File: src/rtl/uart_pkg.sv
// Shared types for the UART receive path.
//   rx_entry_t  : one FIFO entry, the received byte plus its framing status
//   rxa_state_e : frame-assembly state of rx_byte_assembler
//   UART_DATA_BITS : data bits per frame
package uart_pkg;

  localparam int UART_DATA_BITS = 8;

  typedef struct packed {
    logic                      frame_err;
    logic [UART_DATA_BITS-1:0] data;
  } rx_entry_t;

  typedef enum logic {
    RXA_IDLE,
    RXA_ASSEMBLE
  } rxa_state_e;

endpackage

File: src/rtl/rx_fifo.sv
// Show-ahead FIFO of rx_entry_t for the receive byte assembler.
// Ports:
//   clk, rst_n   clock, asynchronous active-low reset (clears pointers and storage)
//   push         write push_entry when there is room (or when a pop frees room this cycle)
//   push_entry   entry to store
//   pop          remove the head entry; ignored while empty
//   head         entry at the read pointer, valid whenever empty is low
//   empty        no entries stored
//   drop         push requested while full with no pop: entry discarded
//   level        (only with RX_FIFO_LEVEL_EN) current number of entries
// Pointers carry one extra MSB so full and empty are distinguished without a counter.
module rx_fifo
  import uart_pkg::*;
#(
  parameter int DEPTH = 4,
  localparam int AW   = $clog2(DEPTH)
) (
  input  logic      clk,
  input  logic      rst_n,
  input  logic      push,
  input  rx_entry_t push_entry,
  input  logic      pop,
  output rx_entry_t head,
  output logic      empty,
`ifdef RX_FIFO_LEVEL_EN
  output logic [AW:0] level,
`endif
  output logic      drop
);

  logic [AW:0] wr_ptr_q, wr_ptr_d;
  logic [AW:0] rd_ptr_q, rd_ptr_d;
  rx_entry_t   mem_q [DEPTH];
  rx_entry_t   mem_d [DEPTH];
  logic        full;
  logic        do_pop;
  logic        do_push;

  assign empty = (wr_ptr_q == rd_ptr_q);
  assign full  = (wr_ptr_q[AW] != rd_ptr_q[AW]) &&
                 (wr_ptr_q[AW-1:0] == rd_ptr_q[AW-1:0]);

  // A pop in the same cycle frees the slot, so a push into a full FIFO
  // still lands when the head is being consumed.
  assign do_pop  = pop && !empty;
  assign do_push = push && (!full || do_pop);
  assign drop    = push && full && !do_pop;

  assign head = mem_q[rd_ptr_q[AW-1:0]];

`ifdef RX_FIFO_LEVEL_EN
  assign level = wr_ptr_q - rd_ptr_q;
`endif

  always_comb begin
    wr_ptr_d = wr_ptr_q;
    rd_ptr_d = rd_ptr_q;
    for (int i = 0; i < DEPTH; i++) mem_d[i] = mem_q[i];
    if (do_push) begin
      mem_d[wr_ptr_q[AW-1:0]] = push_entry;
      wr_ptr_d = wr_ptr_q + (AW+1)'(1);
    end
    if (do_pop) rd_ptr_d = rd_ptr_q + (AW+1)'(1);
  end

  always_ff @(posedge clk or negedge rst_n) begin
    if (!rst_n) begin
      wr_ptr_q <= '0;
      rd_ptr_q <= '0;
      for (int i = 0; i < DEPTH; i++) mem_q[i] <= '0;
    end else begin
      wr_ptr_q <= wr_ptr_d;
      rd_ptr_q <= rd_ptr_d;
      for (int i = 0; i < DEPTH; i++) mem_q[i] <= mem_d[i];
    end
  end

endmodule

File: src/rtl/rx_byte_assembler.sv
// Receive byte assembler: deserialises data bits (LSB first) from the bit
// detector, tags each completed byte with its framing status and buffers it
// in a show-ahead FIFO for the host.
// Optional feature macro: RX_FIFO_LEVEL_EN adds the fifo_level output.
// Ports:
//   clk, rst_n          clock, asynchronous active-low reset
//   active_rx           bit detector is inside a frame
//   bit_ready, rx_bit   one-cycle strobe qualifying the next data bit
//   framing_err, done   end-of-frame strobe and its stop-bit status
//   data_out, data_out_frame_err, data_out_valid, data_out_ready  host interface
//   overrun, overrun_clr  sticky drop flag and its clear pulse
//   rx_busy             a frame is being assembled
//   fifo_level          (RX_FIFO_LEVEL_EN) number of queued entries
//   dbg_state           frame-assembly state, for observation only
// Host handshake: data_out/data_out_frame_err are valid while data_out_valid
// is high and stay stable until the cycle data_out_valid && data_out_ready is
// seen at a rising edge, which consumes the entry; ready while not valid has
// no effect.
module rx_byte_assembler
  import uart_pkg::*;
#(
  parameter int DATA_BITS  = UART_DATA_BITS,
  parameter int FIFO_DEPTH = 4
) (
  input  logic                 clk,
  input  logic                 rst_n,
  input  logic                 active_rx,
  input  logic                 bit_ready,
  input  logic                 rx_bit,
  input  logic                 framing_err,
  input  logic                 done,
  output logic [DATA_BITS-1:0] data_out,
  output logic                 data_out_frame_err,
  output logic                 data_out_valid,
  input  logic                 data_out_ready,
  output logic                 overrun,
  input  logic                 overrun_clr,
  output logic                 rx_busy,
`ifdef RX_FIFO_LEVEL_EN
  output logic [$clog2(FIFO_DEPTH):0] fifo_level,
`endif
  output rxa_state_e           dbg_state
);

  localparam int CW = $clog2(DATA_BITS + 1);

  rxa_state_e           state_q, state_d;
  logic [DATA_BITS-1:0] shreg_q, shreg_d;
  logic [CW-1:0]        bit_cnt_q, bit_cnt_d;
  logic                 active_rx_q, active_rx_d;
  logic                 push_q, push_d;
  rx_entry_t            entry_q, entry_d;
  logic                 overrun_q, overrun_d;

  logic [DATA_BITS-1:0] shift_val;
  logic [CW-1:0]        cnt_val;
  rx_entry_t            head;
  logic                 fifo_empty;
  logic                 fifo_drop;

  // Value of the shift register / counter including this cycle's bit, so a
  // bit arriving together with done still makes it into the pushed byte.
  assign shift_val = bit_ready ? {rx_bit, shreg_q[DATA_BITS-1:1]} : shreg_q;
  assign cnt_val   = (bit_ready && (bit_cnt_q != CW'(DATA_BITS))) ?
                     bit_cnt_q + CW'(1) : bit_cnt_q;

  always_comb begin
    state_d     = state_q;
    shreg_d     = shift_val;
    bit_cnt_d   = cnt_val;
    active_rx_d = active_rx;
    push_d      = done;
    entry_d     = entry_q;
    if (done) begin
      // Frame complete: capture the entry; it is written to the FIFO next cycle.
      entry_d.data      = shift_val;
      entry_d.frame_err = framing_err | (cnt_val != CW'(DATA_BITS));
      shreg_d           = '0;
      bit_cnt_d         = '0;
      state_d           = RXA_IDLE;
    end else if ((state_q == RXA_ASSEMBLE) && active_rx_q && !active_rx) begin
      // Detector left the frame without an end strobe: discard partial byte.
      shreg_d   = '0;
      bit_cnt_d = '0;
      state_d   = RXA_IDLE;
    end else if (bit_ready) begin
      state_d = RXA_ASSEMBLE;
    end
  end

  // Set has priority over clear so a drop coinciding with a clear is not lost.
  assign overrun_d = (overrun_q & ~overrun_clr) | fifo_drop;

  always_ff @(posedge clk or negedge rst_n) begin
    if (!rst_n) begin
      state_q     <= RXA_IDLE;
      shreg_q     <= '0;
      bit_cnt_q   <= '0;
      active_rx_q <= 1'b0;
      push_q      <= 1'b0;
      entry_q     <= '0;
      overrun_q   <= 1'b0;
    end else begin
      state_q     <= state_d;
      shreg_q     <= shreg_d;
      bit_cnt_q   <= bit_cnt_d;
      active_rx_q <= active_rx_d;
      push_q      <= push_d;
      entry_q     <= entry_d;
      overrun_q   <= overrun_d;
    end
  end

  rx_fifo #(
    .DEPTH(FIFO_DEPTH)
  ) u_fifo (
    .clk        (clk),
    .rst_n      (rst_n),
    .push       (push_q),
    .push_entry (entry_q),
    .pop        (data_out_ready),
    .head       (head),
    .empty      (fifo_empty),
`ifdef RX_FIFO_LEVEL_EN
    .level      (fifo_level),
`endif
    .drop       (fifo_drop)
  );

  assign data_out           = head.data;
  assign data_out_frame_err = head.frame_err;
  assign data_out_valid     = !fifo_empty;
  assign overrun            = overrun_q;
  assign rx_busy            = (state_q == RXA_ASSEMBLE);
  assign dbg_state          = state_q;

endmodule

File: config.mk
export PLATFORM = sky130hd
export DESIGN_NAME = rx_byte_assembler
export DESIGN_NICKNAME = d
export VERILOG_FILES = /design/src/rtl/uart_pkg.sv /design/src/rtl/rx_fifo.sv /design/src/rtl/rx_byte_assembler.sv
export SDC_FILE = /design/constraint.sdc
export NUM_CORES = 1
export LEC_CHECK = 0
export ABC_AREA = 0
export ABC_CLOCK_PERIOD_IN_PS = 2560
export CAP_MARGIN = 20
export CORE_MARGIN = 2
export CORE_UTILIZATION = 45
export CTS_BUF_LIST = sky130_fd_sc_hd__clkbuf_4
export DETAILED_ROUTE_END_ITERATION = 12
export GPL_ROUTABILITY_DRIVEN = 0
export PLACE_DENSITY = 0.71
export SLEW_MARGIN = 30
export SYNTH_ARGS = -nofsm -noshare
export SYNTH_HDL_FRONTEND = slang
export SYNTH_HIERARCHICAL = 1
export SYNTH_SLANG_ARGS = --single-unit
File: constraint.sdc
create_clock -name clk -period 2.56 [get_ports clk]
set_input_delay 0.384 -clock clk [delete_from_list [all_inputs] [get_ports clk]]
set_output_delay 0.384 -clock clk [all_outputs]
set_load 0.005 [all_outputs]
==> results of run 1 <==
-- registers in the layout, summed over array words and instances (netlist names) --
register / count
overrun: 1
dbg_state: 1
u_fifo/mem_q: 36
u_fifo/wr_ptr_q: 3
bit_cnt_q: 4
shreg_q: 8
entry_q: 9
push_q: 1
u_fifo/rd_ptr_q: 3
active_rx_q: 1
-- power groups by stage --
stage	combinational [uW]	sequential (uW)	clock [uW]
after floorplan	1110	1540	0
after global placement	1640	1600	0
after detailed placement	1680	1610	0
after CTS	1690	1590	708
after global routing	1810	1630	759
final	1660	1590	684
-- per-layer routing --
metal | routed length (um) | vias up | GRT usage | part of all wire
met2 | 2490 | 24 | 0.239 | 0.46
met4 | 158 | 0 | 0.102 | 0.029
li1 | - | 845 | - | -
met1 | 2590 | 904 | 0.232 | 0.48
met5 | 0 | - | 0 | 0
met3 | 144 | 12 | 0.0341 | 0.027
-- logic make-up after synthesis --
family,Yosys count,synth area share
buf+inv,14,0.0227
compound gates,21,0.0733
simple gates,41,0.0620
fa+ha+maj,7,0.0284
xor+xnor,9,0.0328
mux,57,0.238
flops,67,0.543
-- worst max path at each step --
stage | start | end | slack, ns | cells past startpoint
final | u_fifo/rd_ptr_q[0] | data_out[1] | 0.11 | 3
after floorplan | u_fifo/wr_ptr_q[1] | u_fifo/mem_q[0] | 0.72 | 3
after global routing | u_fifo/rd_ptr_q[0] | data_out[1] | 0.009 | 3
after global placement | data_out_ready | u_fifo/mem_q[6] | 0.34 | 4
after detailed placement | data_out_ready | u_fifo/mem_q[5] | 0.31 | 4
after CTS | u_fifo/rd_ptr_q[0] | data_out[1] | 0.01 | 3
-- critical path: cells and delay by family (launching register included) --
family / cells / cell delay (ns)
buffers and inverters: 2 / 0.66
multiplexers: 1 / 0.53
flip-flops: 1 / 0.46
-- per-stage QoR --
step                      hold slack (ns)  setup slack (ns)  power (uW)   util
after detailed placement            0.473             0.307        3290  0.515
after floorplan                    0.0884             0.718        2650      -
after CTS                        0.000544            0.0116        3980  0.535
after global routing               0.0317           0.00891        4190  0.536
after global placement              0.458             0.342        3240  0.515
final                            -0.00348             0.112        3940  0.536
-- placed cells by master (no fill, tap or decap), types with 2 or more instances in the layout --
cell                              synthesis  routed
sky130_fd_sc_hd__dfrtp_1                 67      66
sky130_fd_sc_hd__mux2_2                  38      38
sky130_fd_sc_hd__nor2_1                  27      27
sky130_fd_sc_hd__clkdlybuf4s50_1          0      20
sky130_fd_sc_hd__clkbuf_4                 0      11
sky130_fd_sc_hd__buf_4                    1      11
sky130_fd_sc_hd__mux2i_1                  9       9
sky130_fd_sc_hd__a21oi_1                  9       9
sky130_fd_sc_hd__mux4_2                   9       9
sky130_fd_sc_hd__ha_1                     7       7
sky130_fd_sc_hd__inv_1                    6       6
sky130_fd_sc_hd__nand2_1                  4       4
sky130_fd_sc_hd__xnor2_1                  4       4
sky130_fd_sc_hd__and2_1                   4       4
sky130_fd_sc_hd__o41ai_4                  4       4
sky130_fd_sc_hd__xor2_1                   2       2
sky130_fd_sc_hd__clkinvlp_4               0       2
sky130_fd_sc_hd__xor2_2                   2       2
sky130_fd_sc_hd__o31ai_1                  2       2
-- timing repair --
action,CTS,global route
endpoints found under the setup margin,7,7
endpoints found under the hold margin,0,0
hold buffers,0,0
gates cloned,0,0
gates resized for setup,1,1
-- area by class of cell --
cell class	count	share of cell area
sequential	67	0.466
multi-input combinational	135	0.373
timing repair buffer	34	0.0887
tap	80	0.0278
clock buffer	11	0.0229
clock inverter	5	0.0150
inverter	6	0.00626
==> results list, run 1 <==
* Outcome: complete, but fails checks
- Failing checks: hold timing
- Clock-pin slew was measured on the worst setup and hold paths at 0.10 ns.
- Post-route cell area: 0.00360 mm^2
- Summed over all nets, the half-perimeter wirelength after detailed placement is 3670 um.
- CTS sink count: 67
* Sequential fraction of the synthesis area: 0.543
- The tool flagged a number of max-cap violations equal to 0.
- By count the netlist is led by sky130_fd_sc_hd__dfrtp_1, sky130_fd_sc_hd__mux2_2, sky130_fd_sc_hd__nor2_1.
* Number of setup violations in the final report: 0
* Cells along the critical path: buf_6, mux4_2, clkdlybuf4s50_1
- In the finished design, the share of the clock period the worst path needs comes to 0.956.
- The number of antenna diodes in the final layout is 0.
- The first detailed-routing pass ran for 4 iterations.
- The synthesized design spends more area on one cell type than any other, namely sky130_fd_sc_hd__dfrtp_1.
- The first global-routing pass estimated 9290 um of wire.
- In this run the power spent charging and discharging nets is 1290 uW.
- Antenna violations before repair: 0
- The worst register-to-register path has a depth of 5.
* Max_slew headroom: 0.538
* Port Buffers: 21
- Number of global-route vias before repair: 1826
- Netlist area before placement: 0.00309 mm^2
* Total detailed-routing wirelength: 5390 um
* Switching fraction of total power: 0.327
* Achievable clock frequency: 0.409 GHz
* Startpoint types: register
- The clock passes through at most 2 buffers.
- Of all nets on the critical path, the largest fanout is 9.
- For the pin with the worst max-slew slack, the measured transition is 0.692 ns.
* Count of standard-cell rows: 30
* Setup repair after global routing missed its margin: false
* Synthesis-to-layout area growth: 16.5%
- Number of warning messages in the yosys log: 6
- Standard cell area after detailed placement: 0.00346 mm^2
* Die outline height: 86.9 um
* Clock Skew: 0.00767 ns
* Worst reg2reg startpoint: u_fifo/wr_ptr_q[1]
* Pins over their slew limit: 0
* Worst slack on hold paths: -0.00348 ns
- TritonCTS built the clock tree.
- Die Area: 0.00754 mm^2
* Syn Nets: 232
- Counting flops with a built-in enable in the synthesized netlist gives 0.
- In the synthesized netlist the async set-or-reset flop fraction comes to 1.00.
- Most used standard cell by instance count after synthesis: sky130_fd_sc_hd__dfrtp_1
* Pin count of the biggest net entering global routing: 39
* Hold Crit Class: in2async
* Hold Violations, Final: 1
- Dominant register cell in the synthesized netlist: sky130_fd_sc_hd__dfrtp_1
* Sum Neg Setup Slack: 0 ns
- Synthesis instantiated 34 different standard cells from the library.
- Average wire length per cell after detail routing: 15.9 um
* Cell chosen for the clock root: sky130_fd_sc_hd__clkbuf_4
* Sum of overflow across all layers after global routing: 0
- In this design, the stage delay of the slowest critical-path cell is 0.53 ns.
- I/O pin total: 22
* Top cells by area, synth: sky130_fd_sc_hd__dfrtp_1, sky130_fd_sc_hd__mux2_2, sky130_fd_sc_hd__mux4_2, sky130_fd_sc_hd__o41ai_4, sky130_fd_sc_hd__nor2_1
- The critical path in this run is classified as reg2out.
* Portion of total power attributed to the clock network: 0.174
- Counting tap cells, the placed design contains a total of 322 instances.
* Initial drt markers: 82
- Area occupied by multi-input gates: 0.00134 mm^2
- Among all stages on the critical path, the largest delay is contributed by sky130_fd_sc_hd__mux4_2.
* Post-synthesis average cell area: 14.3 um^2
- In the routed design, unresolved DRC markers number 0.
- Routed via count: 1785
- The synthesized design contains 67 register bits.
* Share of final-layout standard cells stronger than drive strength 1: 0.349
- Crit Reg-Reg Endpoint: u_fifo/mem_q[5]
- Reg area: 0.00168 mm^2
- Chip width: 86.9 um
* Post-layout min period: 2.45 ns
* Fin nets: 269
* Number of setup buffers added after CTS: 0
- Depth of the CTS H-tree: 3
- For this run, the number of standard cells in the final layout without fillers is 338.
* Total global routing track utilization: 0.166
- Power density normalized to cell area: 1090 mW/mm^2
- Synth Instances: 216
- Proportion of netlist area held by the largest area contributor: 0.543
* Worst skew pair latency: 0.42 ns
- Peak supply drop: 0.000361 V
- Reg-to-reg setup timing slack: 0.64 ns
* Sequential cell fraction of total power: 0.404
- The worst setup path is captured at an output pin.
- The share of total power dissipated in combinational logic is 0.422.
- Core area: 0.00672 mm^2
* Arrival time reported for the critical path endpoint: 2.06 ns
- Cts bufs inserted: 9
- Cell internal power was estimated by the tool at 2650 uW.
* Pleak: 0.00158 uW
* Number of inserted filler cells in the final layout: 553
- Critical path required time: 2.18 ns
- The count of nets left with antenna violations once routing finished came out at 0.
- Vias/cell: 5.28
- For this configuration, the core starts out at a cell density of 0.460.
No activity file was read; power rests on OpenSTA's default activity.
==> run 2, diff against run 1 <==
Settings changed: CORE_MARGIN 2 to 1.5, CTS_CLUSTER_DIAMETER set to 30.
==> run 2 against run 1 <==
Against the previous run:
- highest routed layer unchanged
- sequential cell count is the same
- power grew 7.1%
- the flow now finishes without violations
- critical path type unchanged
- setup slack gained 0.018 ns
- final cell count is the same
- critical path depth is the same
- die area shrank 2.3%
- largest cell class unchanged
- clock skew grew 0.0065 ns
==> results list, run 2 (synthesis gave the netlist of run 1 again) <==
- TritonCTS built the clock tree.
- The layout has 547 filler cells.
* Initial drt markers: 55
- Summing all multi-input logic gate instances after layout gives 0.00134 mm^2.
* Worst skew pair latency: 0.41 ns
- Internal Power: 2930 uW
- After routing, the total negative slack on setup checks comes to 0 ns.
- The floorplan step defined a die boundary enclosing 0.00737 mm^2.
- Met2 track demand over resource in global routing: 0.240
- Setup repair after global routing missed its margin: false
* Peak supply drop: 0.000513 V
* Pwr Total: 4220 uW
* Depth of the CTS H-tree: 3
- Maximum fanout encountered on the critical timing path: 9
* Cell chosen for the clock root: sky130_fd_sc_hd__clkbuf_4
- Slew of the pin with the lowest slew margin: 0.666 ns
- Gate power share: 0.394
- The first global-routing pass estimated 9250 um of wire.
- Counting along the longest clock path gives a buffer depth of 2.
- The largest registers in the layout are u_fifo/mem_q x36, entry_q x9, shreg_q x8.
- The critical path starts at u_fifo/rd_ptr_q[0].
- Synthesis-to-layout area growth: 19.1%
- Fin nets: 269
* Antenna violations before repair: 0
- Chip width: 85.9 um
- The library cell used most frequently in the layout, excluding fill and tap cells, is sky130_fd_sc_hd__dfrtp_1.
- The core region is 0.00672 mm^2.
- Max-cap violations in this run came to 0.
- Sum of overflow across all layers after global routing: 0
- Power density normalized to cell area: 1150 mW/mm^2
* Die outline height: 85.9 um
- Entering global routing, the biggest net connects 40 pins.
* Crit Reg-Reg Endpoint: u_fifo/mem_q[24]
* Cts bufs inserted: 9
* Cells along the critical path: buf_6, mux4_2, clkdlybuf4s50_1
- Total global routing track utilization: 0.168
- Hold Violations, Final: 0
- The number of cells on the worst reg-to-reg path is 5.
- Final critical-path share of the clock period: 0.949
* End point of the critical path: data_out[0]
- Startpoint types: register
- Endpoint kind of the worst setup timing path: output pin
* Pins over their slew limit: 0
* Net switching power: 1290 uW
- For met1 alone, demand over resource in global routing was 0.246.
* Number of global-route vias before repair: 1810
* Sequential cell fraction of total power: 0.377
* Max stage delay cell, worst path: sky130_fd_sc_hd__mux4_2
- Once layout is complete, the utilization of the core stands at 0.548.
* Share of final-layout standard cells stronger than drive strength 1: 0.353
- The pre-antenna-repair detailed-routing pass consisted of 4 iterations.
- Origin of the worst min-delay path: active_rx
- Antenna diode instance count: 0
* Flip-flop count of the largest register after layout: 36
- Family with the most delay on the worst path: buffers and inverters
* Vias/cell: 5.23
- Clock-pin slew was measured on the worst setup and hold paths at 0.11 ns.
- Derived from the worst setup path, the maximum achievable clock frequency is 0.412 GHz.
- Pleak: 0.00162 uW
- Detailed-placement wirelength estimate: 3650 um
- Maximum cell stage delay along the critical path: 0.53 ns
- Initial Utilization: 0.460
- The number of buffers and inverters on the critical path is 2.
* Global route hottest layer: met1
- The run finished with clean final reports.
- Of the total power, the share spent switching nets is 0.306.
* Reg-to-reg setup timing slack: 0.59 ns
* Setup CP Type: reg2out
* Global routing met3 resource utilization: 0.0587
- Reg area: 0.00168 mm^2
- Post-layout min period: 2.43 ns
- Most frequent cells in the layout: sky130_fd_sc_hd__dfrtp_1, sky130_fd_sc_hd__mux2_2, sky130_fd_sc_hd__nor2_1
- Portion of total power attributed to the clock network: 0.229
- Worst reg2reg startpoint: u_fifo/wr_ptr_q[0]
* I/O pin total: 22
* Number of nets still failing antenna checks after routing: 0
* Number of gates on the worst path with buffers counted: 3
- Average wire length per cell after detail routing: 15.8 um
- Setup violations remaining at the end of the flow were counted as 0.
* Port Buffers: 21
* Arrival time reported for the critical path endpoint: 2.05 ns
- The register with the most flip-flops in the final layout is u_fifo/mem_q.
- Headroom to the max-slew limit came out at 0.556.
- After floorplanning, the core was divided into 30 placement rows.
- Hold Crit Class: in2reg
- Routed via count: 1768
* Residual DRC: 0
- Number of setup buffers added after CTS: 0
* Clock Skew: 0.0141 ns
- Total detailed-routing wirelength: 5340 um
- Clock tree synthesis found a total of 67 sinks.
- STA puts the critical path data required time at 2.18 ns.
[run 2: worst min path at each step]
stage	end	slack, ns	cells after the start
after global placement	overrun	0.46	1
after global routing	active_rx_q	0.42	1
after detailed placement	u_fifo/rd_ptr_q[1]	0.46	1
after CTS	active_rx_q	0.42	1
final	active_rx_q	0.45	1
after floorplan	active_rx_q	0.09	0
[run 2: stage by stage]
step,setup slack [ns],cell area [um^2],std cells,hold WS [ns]
6_report,0.130,3680,338,0.445
5_1_grt,0.0145,3680,338,0.416
4_1_cts,0.00464,3670,338,0.418
3_5_place_dp,0.231,3450,321,0.457
3_3_place_gp,0.250,3450,321,0.458
2_1_floorplan,0.718,3090,216,0.0884
[run 2: power groups by stage]
stage | sequential (uW) | combinational, uW | clock [uW]
2_1_floorplan | 1540 | 1110 | 0
3_3_place_gp | 1590 | 1630 | 0
3_5_place_dp | 1610 | 1670 | 0
4_1_cts | 1580 | 1680 | 992
5_1_grt | 1630 | 1820 | 1040
6_report | 1590 | 1660 | 966
[run 2: routing by layer]
layer  up-vias  part of all wire
li1        849                 -
met2        26              0.45
met5         -                 0
met3         7             0.032
met1       886              0.51
met4         0             0.013
[run 2: timing repair]
action | in CTS | in global routing
hold endpoints to repair | 12 | 0
gates resized for setup | 1 | 4
endpoints found under the setup margin | 9 | 10
hold buffers | 1 | 0
[run 2: cell type report]
type                    instances  share of cell area
clock buffers                   9              0.0184
clock inverters                 7              0.0381
flip-flops and latches         67               0.456
inverters                       6             0.00612
repair buffers                 34              0.0891
well taps                      80              0.0272
multi-input cells             135               0.365
